`src/rtl/frmchk_pkg.sv`:
```
// Shared state encodings, pattern modes and counter helpers for the frame stream checker.
package frmchk_pkg;

  typedef enum logic [1:0] {
    IDLE = 2'b00,
    HUNT = 2'b10,
    LOCK = 2'b11
  } state_t;

  localparam logic [1:0] MODE_BIT  = 2'd0;
  localparam logic [1:0] MODE_BYTE = 2'd1;
  localparam logic [1:0] MODE_RAMP = 2'd2;
  localparam logic [1:0] MODE_LINE = 2'd3;

  // Increment that sticks at the all-ones value of a width-bit counter (width <= 32).
  function automatic logic [31:0] sat_inc(input logic [31:0] value, input int unsigned width);
    logic [31:0] max_val;
    max_val = (width >= 32) ? 32'hFFFF_FFFF : ((32'd1 << width) - 32'd1);
    return (value >= max_val) ? max_val : value + 32'd1;
  endfunction

endpackage

```
`src/rtl/frmchk_pattern_gen.sv`:
```
// Expected pixel byte and compare mask for the selected test pattern at pixel position x.
module frmchk_pattern_gen
  import frmchk_pkg::*;
#(
  parameter int H_ACTIVE = 1280,
  parameter int BARS     = 2,
  parameter int X_W      = $clog2(H_ACTIVE)
) (
  input  logic [X_W-1:0] x,
  input  logic [1:0]     mode,
  output logic [7:0]     expected,
  output logic [7:0]     mask
);

  localparam int BAR_W = (BARS > 1) ? $clog2(BARS) : 1;

  logic [BAR_W-1:0] bar;

  assign bar = BAR_W'((32'(x) * 32'(BARS)) / 32'(H_ACTIVE));

  always_comb begin
    expected = '0;
    mask     = '0;
    case (mode)
      MODE_BIT: begin
        expected = {bar[BAR_W-1], 7'b0};
        mask     = 8'h80;
      end
      MODE_BYTE: begin
        expected = 8'(32'(bar) * (32'd256 / 32'(BARS)));
        mask     = 8'hFF;
      end
      MODE_RAMP: begin
        expected = 8'(x);
        mask     = 8'hFF;
      end
      default: begin
        // line-only mode: nothing to compare
        expected = '0;
        mask     = '0;
      end
    endcase
  end

endmodule

```
`src/rtl/frame_stream_check.sv`:
```
// Receive-side frame lock, pattern compare and statistics for the GMII video test stream.
// Optional first-error capture ports are built when FRMCHK_FIRST_ERR_EN is defined.
module frame_stream_check
  import frmchk_pkg::*;
#(
  parameter int H_ACTIVE = 1280,
  parameter int V_ACTIVE = 720,
  parameter int Y_W      = 11,
  parameter int Y_LSB    = 16,
  parameter int DIN_W    = 29,
  parameter int BARS     = 2,
  parameter int ERR_W    = 16,
  parameter int FRM_W    = 8
) (
  input  logic             clk125m,
  input  logic             reset,
  input  logic             din_valid,
  input  logic [DIN_W-1:0] din,
  input  logic [1:0]       mode,
  input  logic             clear,
  output logic             locked,
  output logic             err_pulse,
  output logic [ERR_W-1:0] err_cnt,
  output logic [ERR_W-1:0] resync_cnt,
  output logic [FRM_W-1:0] frame_cnt,
  output logic             frame_toggle
`ifdef FRMCHK_FIRST_ERR_EN
  ,
  output logic [Y_W-1:0]   first_err_y,
  output logic [10:0]      first_err_x,
  output logic [7:0]       first_err_data,
  output logic             first_err_vld
`endif
);

  localparam int X_W = (H_ACTIVE > 1) ? $clog2(H_ACTIVE) : 1;
  localparam logic [X_W-1:0] X_LAST = X_W'(H_ACTIVE - 1);
  localparam logic [Y_W-1:0] Y_LAST = Y_W'(V_ACTIVE - 1);

  state_t           state_reg, state_next;
  logic [X_W-1:0]   x_reg, x_next;
  logic [Y_W-1:0]   ey_reg, ey_next;
  logic [ERR_W-1:0] err_cnt_reg, err_cnt_next;
  logic [ERR_W-1:0] resync_cnt_reg, resync_cnt_next;
  logic [FRM_W-1:0] frame_cnt_reg, frame_cnt_next;
  logic             err_pulse_reg, err_pulse_next;
  logic             locked_reg, locked_next;

  logic [Y_W-1:0]   line;
  logic [7:0]       pixel;
  logic [7:0]       exp_pixel;
  logic [7:0]       exp_mask;
  logic             pix_err;
  logic             err_hit;
  logic             resync_hit;
  logic             frame_hit;
  logic             unused_din;

  assign line       = din[Y_LSB+Y_W-1:Y_LSB];
  assign pixel      = din[7:0];
  assign unused_din = ^din;

  frmchk_pattern_gen #(
    .H_ACTIVE (H_ACTIVE),
    .BARS     (BARS),
    .X_W      (X_W)
  ) u_pattern (
    .x        (x_reg),
    .mode     (mode),
    .expected (exp_pixel),
    .mask     (exp_mask)
  );

  assign pix_err = |((pixel ^ exp_pixel) & exp_mask);

  always_comb begin
    state_next = state_reg;
    x_next     = x_reg;
    ey_next    = ey_reg;
    err_hit    = 1'b0;
    resync_hit = 1'b0;
    frame_hit  = 1'b0;
    if (din_valid) begin
      case (state_reg)
        IDLE: state_next = HUNT;
        HUNT: begin
          // only an unbroken run of H_ACTIVE last-line words establishes lock
          if (line == Y_LAST) begin
            if (x_reg == X_LAST) begin
              state_next = LOCK;
              x_next     = '0;
              ey_next    = '0;
            end else begin
              x_next = x_reg + 1'b1;
            end
          end else begin
            x_next = '0;
          end
        end
        LOCK: begin
          if (line != ey_reg) begin
            state_next = HUNT;
            x_next     = '0;
            resync_hit = 1'b1;
          end else begin
            err_hit = pix_err;
            if (x_reg == X_LAST) begin
              x_next = '0;
              if (ey_reg == Y_LAST) begin
                ey_next   = '0;
                frame_hit = 1'b1;
              end else begin
                ey_next = ey_reg + 1'b1;
              end
            end else begin
              x_next = x_reg + 1'b1;
            end
          end
        end
        default: state_next = IDLE;
      endcase
    end
  end

  always_comb begin
    err_cnt_next    = err_cnt_reg;
    resync_cnt_next = resync_cnt_reg;
    frame_cnt_next  = frame_cnt_reg;
    err_pulse_next  = err_hit & ~clear;
    locked_next     = (state_next == LOCK);
    if (clear) begin
      err_cnt_next    = '0;
      resync_cnt_next = '0;
      frame_cnt_next  = '0;
    end else begin
      if (err_hit)
        err_cnt_next = ERR_W'(sat_inc(32'(err_cnt_reg), ERR_W));
      if (resync_hit)
        resync_cnt_next = ERR_W'(sat_inc(32'(resync_cnt_reg), ERR_W));
      if (frame_hit)
        frame_cnt_next = frame_cnt_reg + 1'b1;
    end
  end

  always_ff @(posedge clk125m or posedge reset) begin
    if (reset) begin
      state_reg      <= IDLE;
      x_reg          <= '0;
      ey_reg         <= '0;
      err_cnt_reg    <= '0;
      resync_cnt_reg <= '0;
      frame_cnt_reg  <= '0;
      err_pulse_reg  <= 1'b0;
      locked_reg     <= 1'b0;
    end else begin
      state_reg      <= state_next;
      x_reg          <= x_next;
      ey_reg         <= ey_next;
      err_cnt_reg    <= err_cnt_next;
      resync_cnt_reg <= resync_cnt_next;
      frame_cnt_reg  <= frame_cnt_next;
      err_pulse_reg  <= err_pulse_next;
      locked_reg     <= locked_next;
    end
  end

  assign locked       = locked_reg;
  assign err_pulse    = err_pulse_reg;
  assign err_cnt      = err_cnt_reg;
  assign resync_cnt   = resync_cnt_reg;
  assign frame_cnt    = frame_cnt_reg;
  assign frame_toggle = frame_cnt_reg[0];

`ifdef FRMCHK_FIRST_ERR_EN
  logic [Y_W-1:0] fe_y_reg, fe_y_next;
  logic [10:0]    fe_x_reg, fe_x_next;
  logic [7:0]     fe_data_reg, fe_data_next;
  logic           fe_vld_reg, fe_vld_next;

  always_comb begin
    fe_y_next    = fe_y_reg;
    fe_x_next    = fe_x_reg;
    fe_data_next = fe_data_reg;
    fe_vld_next  = fe_vld_reg;
    if (clear) begin
      fe_y_next    = '0;
      fe_x_next    = '0;
      fe_data_next = '0;
      fe_vld_next  = 1'b0;
    end else if (err_hit && !fe_vld_reg) begin
      fe_y_next    = ey_reg;
      fe_x_next    = 11'(x_reg);
      fe_data_next = pixel;
      fe_vld_next  = 1'b1;
    end
  end

  always_ff @(posedge clk125m or posedge reset) begin
    if (reset) begin
      fe_y_reg    <= '0;
      fe_x_reg    <= '0;
      fe_data_reg <= '0;
      fe_vld_reg  <= 1'b0;
    end else begin
      fe_y_reg    <= fe_y_next;
      fe_x_reg    <= fe_x_next;
      fe_data_reg <= fe_data_next;
      fe_vld_reg  <= fe_vld_next;
    end
  end

  assign first_err_y    = fe_y_reg;
  assign first_err_x    = fe_x_reg;
  assign first_err_data = fe_data_reg;
  assign first_err_vld  = fe_vld_reg;
`endif

endmodule

```
`config.mk`:
```
export PLATFORM = sky130hd
export DESIGN_NAME = frame_stream_check
export DESIGN_NICKNAME = d
export VERILOG_FILES = /design/src/rtl/frmchk_pkg.sv /design/src/rtl/frmchk_pattern_gen.sv /design/src/rtl/frame_stream_check.sv
export SDC_FILE = /design/constraint.sdc
export NUM_CORES = 1
export LEC_CHECK = 0
export CAP_MARGIN = 40
export CORE_UTILIZATION = 28
export CTS_CLUSTER_SIZE = 40
export DETAILED_ROUTE_END_ITERATION = 8
export PLACE_DENSITY_LB_ADDON = 0.25
export SYNTH_ARGS = -nofsm -noshare
export SYNTH_HDL_FRONTEND = slang
export SYNTH_SLANG_ARGS = --single-unit
```
`constraint.sdc`:
```
create_clock -name clk125m -period 3.95 [get_ports clk125m]
set_input_delay 0.5925 -clock clk125m [delete_from_list [all_inputs] [get_ports clk125m]]
set_output_delay 0.5925 -clock clk125m [all_outputs]
set_load 0.005 [all_outputs]
```
==> results.cfg <==
[run_status]
status = finished, final reports clean

[clocking]
post-cts-setup-buffer-count = 0
h-tree-depth = 3
clock-sinks = 66
root_buffer = clkbuf_16
cts-buffers-inserted = 9
insertion_delay_ps = 330
clkTransAtPathRegs_ps = 50
cts_hold_buf = 0
cts_resized = 0
cts_tree = built
clock_path_buffers = 2

[yosys]
synthFlopType = dfrtp_1
synth_warnings = 0
synth_cells = 470
yosysSeqAreaShare = 0.405
synth_xor_area_frac = 0.0580
synth_compound_area_frac = 0.175
muxShareOfSynthArea = 0.0172
synth_top_family_by_area = simple AND/OR/NAND/NOR gates
syn_area_per_cell_um2 = 8.67
synth-async-reset-ratio = 1.00
yosys.cell_types.count = 51
syn-num-nets = 517
synthAdderAreaFrac = 0.0368
synth-seq-cells = 66
synth-simple-area-share = 0.263
synth_area_um2 = 4080
synth_edf_count = 0

[grt]
grt.overflow.total = 0
grt_antenna_before_repair = 0
grt_usage = 0.144
grt_pass1_vias = 3568
grt_pass1_wl_um = 17100
grt_start_max_net_pins = 42

[place]
dpl.hpwl_um = 7140
gp_congestion = 0.789
place_area_um2 = 4930
portBuffers = 67

[timing]
fmax_mhz = 280
hold_violations = 0
finalCriticalPeriod_ps = 3580
min_period_over_period = 0.906
worst_slew_pin_slew_ps = 701
slew_headroom = 0.529
rsz0062_at_grt = false
finalSetupTns_ps = 0
setup_viol = 0
drv_slew = 0
finClkSkew_ps = 4.61

[worst_setup_path]
slowest_delay_ps = 580
rr_endpoint = err_cnt[1]$_DFFE_PP0P_
crit_cells = 12
worst_r2r_path_depth = 12
cp_cell_sequence = inv_1, ha_1, nor4b_1, nand2_1, a21o_1, ha_1, nor3b_1, o2111ai_1, and3_1, a2111o_2, and2_1, a311oi_2
worst-path-buf-inv = 1
required_ps = 4180
crit_slowest_cell = a2111o_2
r2r-start = x_reg[0]$_DFFE_PP0P_
cp-end-kind = flip-flop
cp.arrival_ps = 3810
r2r_slack_ps = 370
crit_top_cell = ha_1
critPathTopFamily = simple AND/OR/NAND/NOR gates
crit_path_start_kind = flip-flop
critical_path_class = reg -> reg
cp_max_fo = 22

[worst_hold_path]
holdPathStages = 2
hold_class = reg -> reg
hold_start = frame_cnt[7]$_DFFE_PP0P_
hold_path_end = frame_cnt[7]$_DFFE_PP0P_

[die]
placementRows = 43
die_w_um = 123
pin_count = 78
start_util = 0.290
core_um2 = 14000
die_area_um2 = 15000
chipHeight_um = 123

[routing]
viasPerCell = 5.18
drtIter0Drc = 306
finalWirelength_um = 10200
antenna_left = 0
post-route-drc-count = 0
vias = 3690
wl_per_cell_um = 14.2
first_pass_iters = 4

[finish]
finalNetCount = 576
drive_above_1_share = 0.0600
num_antenna_cells = 0
areaGrowthSynthToFinish_pct = 28.5
fill_cells = 1417
post-route-cell-area_um2 = 5240

[run]
max-cap-violations = 0

[pwr]
p_sw_mw = 0.333
vdd_drop_max_uv = 213
p_sw_frac = 0.210
comb_power_share = 0.055
powerDensity_nw_per_um2 = 303
p_clk_frac = 0.518
total_power_mw = 1.59
power_leakage_nw = 2.15
internal_power_mw = 1.25
pwr-share-seq = 0.427
-- placed cells by master, fill, tap and decap left out, drive strengths merged, types with 4 or more instances in the layout --
cell,n
a31oi,4
clkdlybuf4s50,67
nor2b,4
nor2,51
clkbuf,13
nand2,45
a211oi,6
inv,17
buf,8
dfrtp,66
and3,26
nand4,14
mux2i,7
a311oi,16
xor2,8
a21oi,21
nor3,7
nor4,5
nand3,26
xnor2,19
o21ai,28
and4,4
a41oi,4
nand2b,4
o31ai,5
ha,12
-- worst max path at each step --
stage / from / to / slack, ps
after floorplan: x_reg[0]$_DFFE_PP0P_ / err_cnt[1]$_DFFE_PP0P_ / 920
after global placement: mode[0] / err_cnt[5]$_DFFE_PP0P_ / 260
after global routing: x_reg[0]$_DFFE_PP0P_ / err_cnt[8]$_DFFE_PP0P_ / 2
after detailed placement: mode[0] / err_cnt[5]$_DFFE_PP0P_ / 220
final: x_reg[0]$_DFFE_PP0P_ / err_cnt[1]$_DFFE_PP0P_ / 370
after CTS: x_reg[0]$_DFFE_PP0P_ / err_cnt[5]$_DFFE_PP0P_ / 300
-- synth_stat cells (5+ instances only) --
cell	count	share of area
nand3_1	26	0.032
and3_1	26	0.040
nand2_1	45	0.041
nand4_1	14	0.021
dfrtp_1	66	0.41
xnor2_1	19	0.041
inv_1	17	0.016
ha_1	12	0.037
nor3_1	7	0.0086
mux2i_1	7	0.017
a21oi_1	21	0.026
a211oi_1	6	0.011
clkbuf_1	21	0.019
a311oi_1	15	0.032
o21ai_0	28	0.034
xor2_1	8	0.017
nor4_1	5	0.0077
nor2_1	51	0.047
o31ai_1	5	0.0092
-- power by group through the flow --
| stage | Combinational, mW | Clock [mW] | Sequential [mW] |
|---|---|---|---|
| 6_report | 0.0876 | 0.821 | 0.677 |
| 3_3_place_gp | 0.0854 | 0 | 0.688 |
| 2_1_floorplan | 0.0423 | 0 | 0.689 |
| 5_1_grt | 0.0984 | 0.868 | 0.676 |
| 3_5_place_dp | 0.0894 | 0 | 0.688 |
| 4_1_cts | 0.0900 | 0.843 | 0.676 |
-- worst min-delay path, delay by kind of cell, from the launching register on --
kind	cells	cell delay, ps
xor gates and xnor gates	1	70
DFF	1	360
and+or+nand+nor	1	80
-- metrics by stage --
step                 util  setup slack [ps]  hold slack [ps]  instances
finish              0.373               373              552        713
global route        0.373              1.62              590        713
CTS                 0.373               297              553        713
detailed placement  0.351               222              538        698
global placement    0.350               260              541        697
floorplan               -               919              491        470
-- layout make-up --
class,instances,area [um2],share of cell area
clock buffers,13,270,0.0516
clock inverters,2,35.0,0.00669
inverters,17,63.8,0.0122
multi-input cells,360,2250,0.430
flip-flops and latches,66,1650,0.315
well taps,180,225,0.0430
repair buffers,75,743,0.142
-- layer usage --
metal  GRT usage  up-vias  share of wire
li1            -     1839              -
met1       0.193     1765           0.48
met2       0.223       73           0.46
met3      0.0251       13          0.039
met4      0.0701        0          0.020
met5           0        -              0
-- kinds of logic (layout without fill, tap and decap cells) --
kind of cell | count (synthesis) | in the layout
AOI/OAI and AO/OA | 106 | 106
xor gates and xnor gates | 27 | 27
buffers and inverters | 44 | 107
and+or+nand+nor | 208 | 208
DFF | 66 | 66
muxes | 7 | 7
adders and majority gates | 12 | 12
(Power assumes the default switching activity.)
